`config.mk`:
```
export PLATFORM = sky130hd
export DESIGN_NAME = fns_enc_serial_23
export DESIGN_NICKNAME = d
export VERILOG_FILES = /design/src/rtl/fns_enc_serial_23_pkg.sv /design/src/rtl/fns_weight_rom_23.sv /design/src/rtl/fns_enc_serial_23.sv
export SDC_FILE = /design/constraint.sdc
export NUM_CORES = 1
export LEC_CHECK = 0
export ABC_AREA = 1
export ABC_CLOCK_PERIOD_IN_PS = 3100
export BUFFER_PORTS_ARGS = -buffer_cell sky130_fd_sc_hd__buf_2
export CORE_MARGIN = 4
export CORE_UTILIZATION = 30
export CTS_BUF_LIST = sky130_fd_sc_hd__clkbuf_4
export CTS_CLUSTER_DIAMETER = 200
export CTS_CLUSTER_SIZE = 20
export DETAILED_ROUTE_END_ITERATION = 10
export PLACE_DENSITY = 0.55
export SETUP_SLACK_MARGIN = 0.1
export SLEW_MARGIN = 10
export SYNTH_ARGS = -nofsm -noshare
export SYNTH_HDL_FRONTEND = slang
export SYNTH_HIERARCHICAL = 1
export SYNTH_SLANG_ARGS = --single-unit
```
`constraint.sdc`:
```
create_clock -name clk -period 3.1 [get_ports clk]
set_input_delay 0.62 -clock clk [delete_from_list [all_inputs] [get_ports clk]]
set_output_delay 0.62 -clock clk [all_outputs]
set_load 0.02 [all_outputs]
```
`src/rtl/fns_enc_serial_23_pkg.sv`:
```
// Shared constants for the 23-wire FNS link: operand width, legal-range limit,
// encoder state encodings and the Fibonacci weight table.
package fns_enc_serial_23_pkg;

  localparam int IBLEN23   = 17;
  localparam int CODELEN23 = 23;

  localparam logic [IBLEN23-1:0] FNS_LIMIT23 = 17'd75025;

  typedef enum logic [1:0] {
    ST_IDLE = 2'd0,
    ST_CALC = 2'd1,
    ST_DONE = 2'd2
  } fnsState_t;

  // Weight of code bit idx, i.e. FNS(idx+1); zero beyond the top bit.
  function automatic logic [IBLEN23-1:0] fnsWeight(input logic [4:0] idx);
    logic [IBLEN23-1:0] w;
    case (idx)
      5'd0:  w = 17'd1;
      5'd1:  w = 17'd2;
      5'd2:  w = 17'd3;
      5'd3:  w = 17'd5;
      5'd4:  w = 17'd8;
      5'd5:  w = 17'd13;
      5'd6:  w = 17'd21;
      5'd7:  w = 17'd34;
      5'd8:  w = 17'd55;
      5'd9:  w = 17'd89;
      5'd10: w = 17'd144;
      5'd11: w = 17'd233;
      5'd12: w = 17'd377;
      5'd13: w = 17'd610;
      5'd14: w = 17'd987;
      5'd15: w = 17'd1597;
      5'd16: w = 17'd2584;
      5'd17: w = 17'd4181;
      5'd18: w = 17'd6765;
      5'd19: w = 17'd10946;
      5'd20: w = 17'd17711;
      5'd21: w = 17'd28657;
      5'd22: w = 17'd46368;
      default: w = '0;
    endcase
    return w;
  endfunction

endpackage

```
`src/rtl/fns_weight_rom_23.sv`:
```
// Combinational weight lookup: bit index -> FNS(idx+1), zero for idx > 22.
module fns_weight_rom_23
  import fns_enc_serial_23_pkg::*;
(
  input  logic [4:0]         i_idx,
  output logic [IBLEN23-1:0] o_weight
);

  assign o_weight = fnsWeight(i_idx);

endmodule

```
`src/rtl/fns_enc_serial_23.sv`:
```
// Serial Zeckendorf encoder: one FNS code bit per cycle, MSB first, with
// valid/ready handshakes on both sides and a single word in flight.
module fns_enc_serial_23
  import fns_enc_serial_23_pkg::*;
(
  input  logic                 clk,
  input  logic                 rst_n,
  input  logic [IBLEN23-1:0]   datain,
  input  logic                 in_valid,
  output logic                 in_ready,
  output logic [CODELEN23-1:0] codeout,
  output logic                 out_valid,
  input  logic                 out_ready,
  output logic                 err
);

  fnsState_t            r_state;
  fnsState_t            w_nextState;
  logic [4:0]           r_idx;
  logic [IBLEN23-1:0]   r_rem;
  logic [CODELEN23-1:0] r_code;
  logic                 r_err;
  logic                 r_bad;
  logic [IBLEN23-1:0]   w_weight;
  logic                 w_take;

  fns_weight_rom_23 u_rom (
    .i_idx    (r_idx),
    .o_weight (w_weight)
  );

  assign w_take = (r_rem >= w_weight);

  always_ff @(posedge clk or negedge rst_n) begin
    if (!rst_n) begin
      r_state <= ST_IDLE;
    end else begin
      r_state <= w_nextState;
    end
  end

  always_comb begin
    w_nextState = r_state;
    case (r_state)
      ST_IDLE: if (in_valid)     w_nextState = ST_CALC;
      ST_CALC: if (r_idx == 5'd0) w_nextState = ST_DONE;
      ST_DONE: if (out_ready)    w_nextState = ST_IDLE;
      default:                   w_nextState = ST_IDLE;
    endcase
  end

  // An out-of-range word runs one dummy step on a zero remainder so its
  // result appears one cycle after accept with an all-zero code.
  always_ff @(posedge clk or negedge rst_n) begin
    if (!rst_n) begin
      r_idx  <= '0;
      r_rem  <= '0;
      r_code <= '0;
      r_err  <= 1'b0;
      r_bad  <= 1'b0;
    end else begin
      case (r_state)
        ST_IDLE: begin
          if (in_valid) begin
            r_code <= '0;
            if (datain < FNS_LIMIT23) begin
              r_rem <= datain;
              r_idx <= 5'd22;
              r_bad <= 1'b0;
            end else begin
              r_rem <= '0;
              r_idx <= 5'd0;
              r_bad <= 1'b1;
            end
          end
        end
        ST_CALC: begin
          r_code <= r_code | ({{(CODELEN23-1){1'b0}}, w_take} << r_idx);
          if (w_take) r_rem <= r_rem - w_weight;
          if (r_idx == 5'd0) r_err <= r_bad;
          else               r_idx <= r_idx - 5'd1;
        end
        ST_DONE: begin
          if (out_ready) r_err <= 1'b0;
        end
        default: ;
      endcase
    end
  end

  assign in_ready  = (r_state == ST_IDLE);
  assign out_valid = (r_state == ST_DONE);
  assign codeout   = r_code;
  assign err       = r_err;

endmodule

```
Word-level counts from Yosys, hierarchy flattened
Memories as Yosys holds them, arrays and structs flattened.
Index checks and enable logic that the tools add are counted.

word-level totals
  register bits = 49
  latch bits = 0
  bits in writable memories = 0
  ROM bits = 512
  input port bits = 21
  output and inout port bits = 26
  logic and storage cells = 48
  memories = 1

memories
  name              words  width  rd ports  clocked after memory_dff  wr ports  line                         RTL
  (name not given)  32     16     1         0                         0         fns_enc_serial_23_pkg.sv:19  case (idx)

operators by class
  add/subtract/negate cells = 2
  multiply operators = 0
  divide/modulo/power cells = 0
  magnitude comparators = 2
  equality and inequality tests = 7
  shift-type cells = 1
  multiplexer cells = 18
  bitwise operators = 1
  reductions and logical operators = 10

operators by type and width
  cell                                                                 count
  17-bit two-way mux                                                   3
  23-bit case mux with 2 select lines                                  1
  17-bit case mux with 2 select lines                                  1
  23-bit two-way mux                                                   1
  23-bit bitwise OR                                                    1
  1-bit by 5-bit << shifter with 23-bit output                         1
  17-bit greater-or-equal comparator                                   1
  17-bit less-than comparator (second input constant)                  1
  17-bit subtractor                                                    1
  5-bit two-way mux                                                    3
  3-bit AND reduction                                                  4
  5-bit case mux with 2 select lines                                   1
  2-bit != test (second input constant)                                4
  2-bit two-way mux                                                    3
  2-bit case mux with 3 select lines                                   1
  5-bit zero test                                                      1
  5-bit by 1-bit subtractor with 5-bit output (second input constant)  1
  2-bit AND reduction                                                  2
  2-bit nonzero test                                                   2
  1-bit two-way mux                                                    3
  2-bit by 1-bit == test with 1-bit output (second input constant)     1
  2-bit == test (second input constant)                                1
  2-bit zero test                                                      1
  2-bit by 1-bit != test with 1-bit output (second input constant)     1
  1-bit case mux with 2 select lines                                   1

Longest topological paths before layout
An unclocked memory read counts as a cell.

  depth in word-level cells = 5
  depth in mapped cells = 23
  mapped depth without buffers = 22

By module
Netlist, hierarchy kept.

modules (own cells, without submodules)
  module             instances  cells an instance  area an instance (µm²)  sequential area each (µm²)
  fns_enc_serial_23  1          498                3453.3                  1226.2
  fns_weight_rom_23  1          92                 511.7                   0.0

Worst setup path before layout
Ideal clock, no wire load.

  path type = register to register
  from = register r_idx[1]
  to = register r_rem[16]
  library setup time = 0.116 ns
  arrival time = 2.697 ns
  required time = 2.984 ns
  path slack = 0.287 ns
  cell stages (with the launch flop) = 18
  buffers on the path = 0
  period minus slack after synthesis = 2.813 ns
  cell sequence = dfrtp_1 > inv_1 > ha_1 > inv_1 > nand2_1 > nand3_1 > nand3_1 > ha_1 > fa_1 > o21ai_0 > a21o_1 > nand2_1 > nand2_1 > nand2_1 > nand3_1 > nand2_1 > nand2_1 > nand2_1

between the ends
  longest elaborated chain between the ends = 4
  elaborated cells on any way between the ends = 7
  classes of those cells = add/sub: 1; order compare: 1; eq/ne: 1; mux: 2; reduce/logical: 1; memory: 1

RTL lines
  what                                                                               line                                              RTL
  start: declaration                                                                 fns_enc_serial_23.sv:19                           logic [4:0] r_idx;
  start signal: assignment                                                           fns_enc_serial_23.sv:81                           else r_idx <= r_idx - 5'd1;
  memory read 32 x 16 bit *                                                          --
  net w_weight[0]                                                                    fns_enc_serial_23.sv:24                           logic [IBLEN23-1:0] w_weight;
  17-bit subtractor / 17-bit greater-or-equal comparator (equally long branches)     fns_enc_serial_23.sv:79, fns_enc_serial_23.sv:32
  17-bit two-way mux / 2-bit != test (equally long branches)                         --
  17-bit case mux with 2 select lines / 3-bit AND reduction (equally long branches)  --
  end signal: assignment                                                             fns_enc_serial_23.sv:67                           r_rem <= datain;
  end signal: assignment                                                             fns_enc_serial_23.sv:79                           if (w_take) r_rem <= r_rem - w_weight;
  end: declaration                                                                   fns_enc_serial_23.sv:20                           logic [IBLEN23-1:0] r_rem;

The timed path passes the listed nets; every way through them passes the cells marked *. The select of a mux whose other input is x is not followed.
A chain may end at the register's enable or synchronous reset.

Worst setup path in the final report
  from = register r_idx[0]
  to = register r_rem[10]

Same word-level chain as after synthesis.

==> impl_metrics.tcl <==
set metrics [dict create \
    status "finished clean" \
    cts_made_buffers 5 \
    drc 0 \
    drt_iter0_markers 277 \
    hold_buffers 0 \
    die_x_microns 123.0 \
    path_clk_slew_ns 0.17 \
    min_period_ns 2.850 \
    hold_violations 0 \
    ant_nets 0 \
    drv_cap 0 \
    grt_max_degree 31 \
    place_congestion 0.9400 \
    syn_area_sq_um 3965 \
    cts_tree "built" \
    io_buffer_count 46 \
    synth-seq-cells 49 \
    antenna_cells 0 \
    core_area_sq_um 12770 \
    drive_gt1_share_pct 26.28 \
    synthCells 590 \
    max_stage_delay_ns 0.50 \
    setup_tns_ns 0 \
    yosys_warnings 6 \
    cts_max_path_buffers 2 \
    setup_viol 0 \
    skew_ns 0.01128 \
    yosysTopAreaCellShare_pct 30.92 \
    start_util_pct 31.04 \
    ios 47 \
    critPathMostFrequentCell "nand2_1" \
    avgRoutedWirePerCell_microns 14.96 \
    htreeDepth 2 \
    cp-end-kind "flip-flop" \
    path_max_fanout 8 \
    synthToLayoutAreaGrowth_pct 26.51 \
    num-fill-cells 1351 \
    synth_largest_area_cell "dfrtp_1" \
    relSlewSlack_pct 66.16 \
    cts_root_buf "clkbuf_4" \
    antenna_found_initial 0 \
    die_h_microns 123.0 \
    synth_cell_types 44 \
    num_vias 4165 \
    start_kind "flip-flop" \
    syn-num-nets 638 \
    fp-row-count 41 \
    critical-path-slowest-cell "dfrtp_2" \
    drv_slew 0 \
    first_pass_iters 5 \
    grt_overflow_total 0 \
    critPathArrivalTime_ns 3.22 \
    crit_chain "buf_12 > ha_4 > or2_1 > nand2_1 > nand2_1 > nand3_2 > inv_2 > ha_4 > nand2_2 > inv_2 > nand2_1 > nand2_1 > nand2_1 > nand2_1 > nand2_2 > nand4_4 > a21oi_4 > buf_6 > nand2_1 > nand2_1" \
    yosys-top-cells-area "dfrtp_1 (31%), nand2_1 (14%), ha_1 (8.2%)" \
    ys_seq_area_share_pct 30.92 \
    grt_usage_pct 16.82 \
    grt_pass1_vias 4005 \
    worst_slew_pin_slew_ns 0.5069 \
    dp_hpwl_microns 9531 \
    insertion_delay_ns 0.42 \
    rrSetupSlack_ns 0.25 \
    fp.dieArea_sq_um 15120 \
    max_freq_ghz 0.3509 \
    cts_sinks 49 \
    totalWireLength_microns 12540 \
    worstPathRequired_ns 3.47 \
    rsz0062_at_grt "true" \
    via_per_inst 4.970 \
    layout.nets 713 \
    avgSynthCellArea_sq_um 6.720 \
    period_share_pct 91.92 \
    critPathKind "flip-flop to flip-flop" \
    holdCritPathClass "primary input to async pin" \
    grt_pass1_wl_microns 19890 \
]
## routing by layer
metal | wire length (microns) | track usage, % | vias up | part of all wire, %
met4 | 300 | 6.158 | 0 | 2.4
met1 | 5715 | 22.79 | 1956 | 46
met5 | 0 | 0 | - | 0
met3 | 735 | 3.522 | 21 | 5.9
li1 | - | - | 2058 | -
met2 | 5784 | 26.48 | 130 | 46
## cells by family after synthesis
group	synth area share (%)
AOI/OAI and AO/OA	13.32
and+or+nand+nor	35.66
xor gates and xnor gates	0.8837
other	0.09458
adders and majority gates	8.709
DFF	30.92
buffers and inverters	10.41
## repair_timing
item / 4_1_cts / 5_1_grt
endpoints found under the setup margin: 40 / 40
cloned: 0 / 1
setup buffers: 0 / 17
pin swaps: 0 / 23
gates resized for setup: 5 / 69
## cells in the mapped netlist (all sizes together)
library cell and instances:
clkbuf 5, buf 8, a22oi 1, clkinv 1
o21ai 43, xnor2 2, a21o 1, nor4 2
ha 26, o21bai 1, conb 1, nand4 18
o211ai 3, nor2 80, inv 88, or2 2
nor3 10, dfrtp 49, xor2 2, a31oi 3
a21oi 40, o21a 1, o22ai 2, nand2 154
fa 1, nand3 40, nand3b 6
## final timing paths
path,cells after the start,from,to
min in group clk,2,out_ready,r_state[1]
setup reg to reg,20,r_idx[0],r_rem[10]
hold / removal,1,rst_n,r_rem[13]
setup / recovery,20,r_idx[0],r_rem[10]
max in group asynchronous,2,rst_n,codeout[1]
hold reg to reg,2,r_rem[16],r_rem[16]
## layout by cell type, fill, tap and decap left out, types with 2 or more instances in the layout
cell type,count
a21oi_1,36
a21oi_2,2
a21oi_4,2
a31oi_1,3
buf_2,46
buf_4,29
buf_6,4
clkbuf_4,5
dfrtp_1,46
dfrtp_2,3
ha_1,8
ha_2,3
ha_4,15
inv_1,69
inv_2,17
inv_4,2
inv_6,2
nand2_1,140
nand2_2,12
nand2_4,2
nand3_1,37
nand3_2,3
nand3b_1,6
nand4_1,17
nor2_1,68
nor2_2,7
nor2_4,4
nor3_1,6
nor3_2,4
o211ai_1,3
o21ai_0,34
o21ai_1,5
o21ai_2,4
xnor2_1,2
xor2_1,2
## cell type report
| class | count | area, sq um | area share (%) |
|---|---|---|---|
| multi-input cells | 439 | 2609 | 52.01 |
| flip-flops and latches | 49 | 1230 | 24.52 |
| repair buffers | 81 | 538.0 | 10.73 |
| inverters | 89 | 339.1 | 6.760 |
| well taps | 172 | 215.2 | 4.290 |
| clock inverters | 3 | 47.55 | 0.9479 |
| clock buffers | 5 | 37.54 | 0.7483 |
## critical path: cells and delay by family (launching register included)
kind	cells	cell delay (ns)
simple gates	13	1.21
compound gates	1	0.26
buf+inv	4	0.42
fa+ha+maj	2	0.41
flops	1	0.50
## registers in the layout (all words and copies together), names as in the netlist
signal	cells
r_state	2
r_bad	1
err	1
r_idx	5
r_rem	17
codeout	23
## metrics by stage
| stage | setup WS, ns | cells | hold WS (ns) | util, % | instance area (sq um) |
|---|---|---|---|---|---|
| floorplan | 0.2871 | 590 | 0.3244 | - | 3965 |
| detailed placement | 0.009431 | 812 | 0.4773 | 35.01 | 4472 |
| finish | 0.2504 | 838 | 0.1339 | 39.27 | 5016 |
| global placement | 0.03998 | 812 | 0.4750 | 35.01 | 4472 |
| CTS | 0.1055 | 820 | 0.1340 | 35.82 | 4576 |
| global route | 0.07105 | 838 | 0.1680 | 39.27 | 5016 |
Power is left out: the tool's default activity adds up to more than one toggle a clock period on the data nets, which glitch-free logic cannot reach.
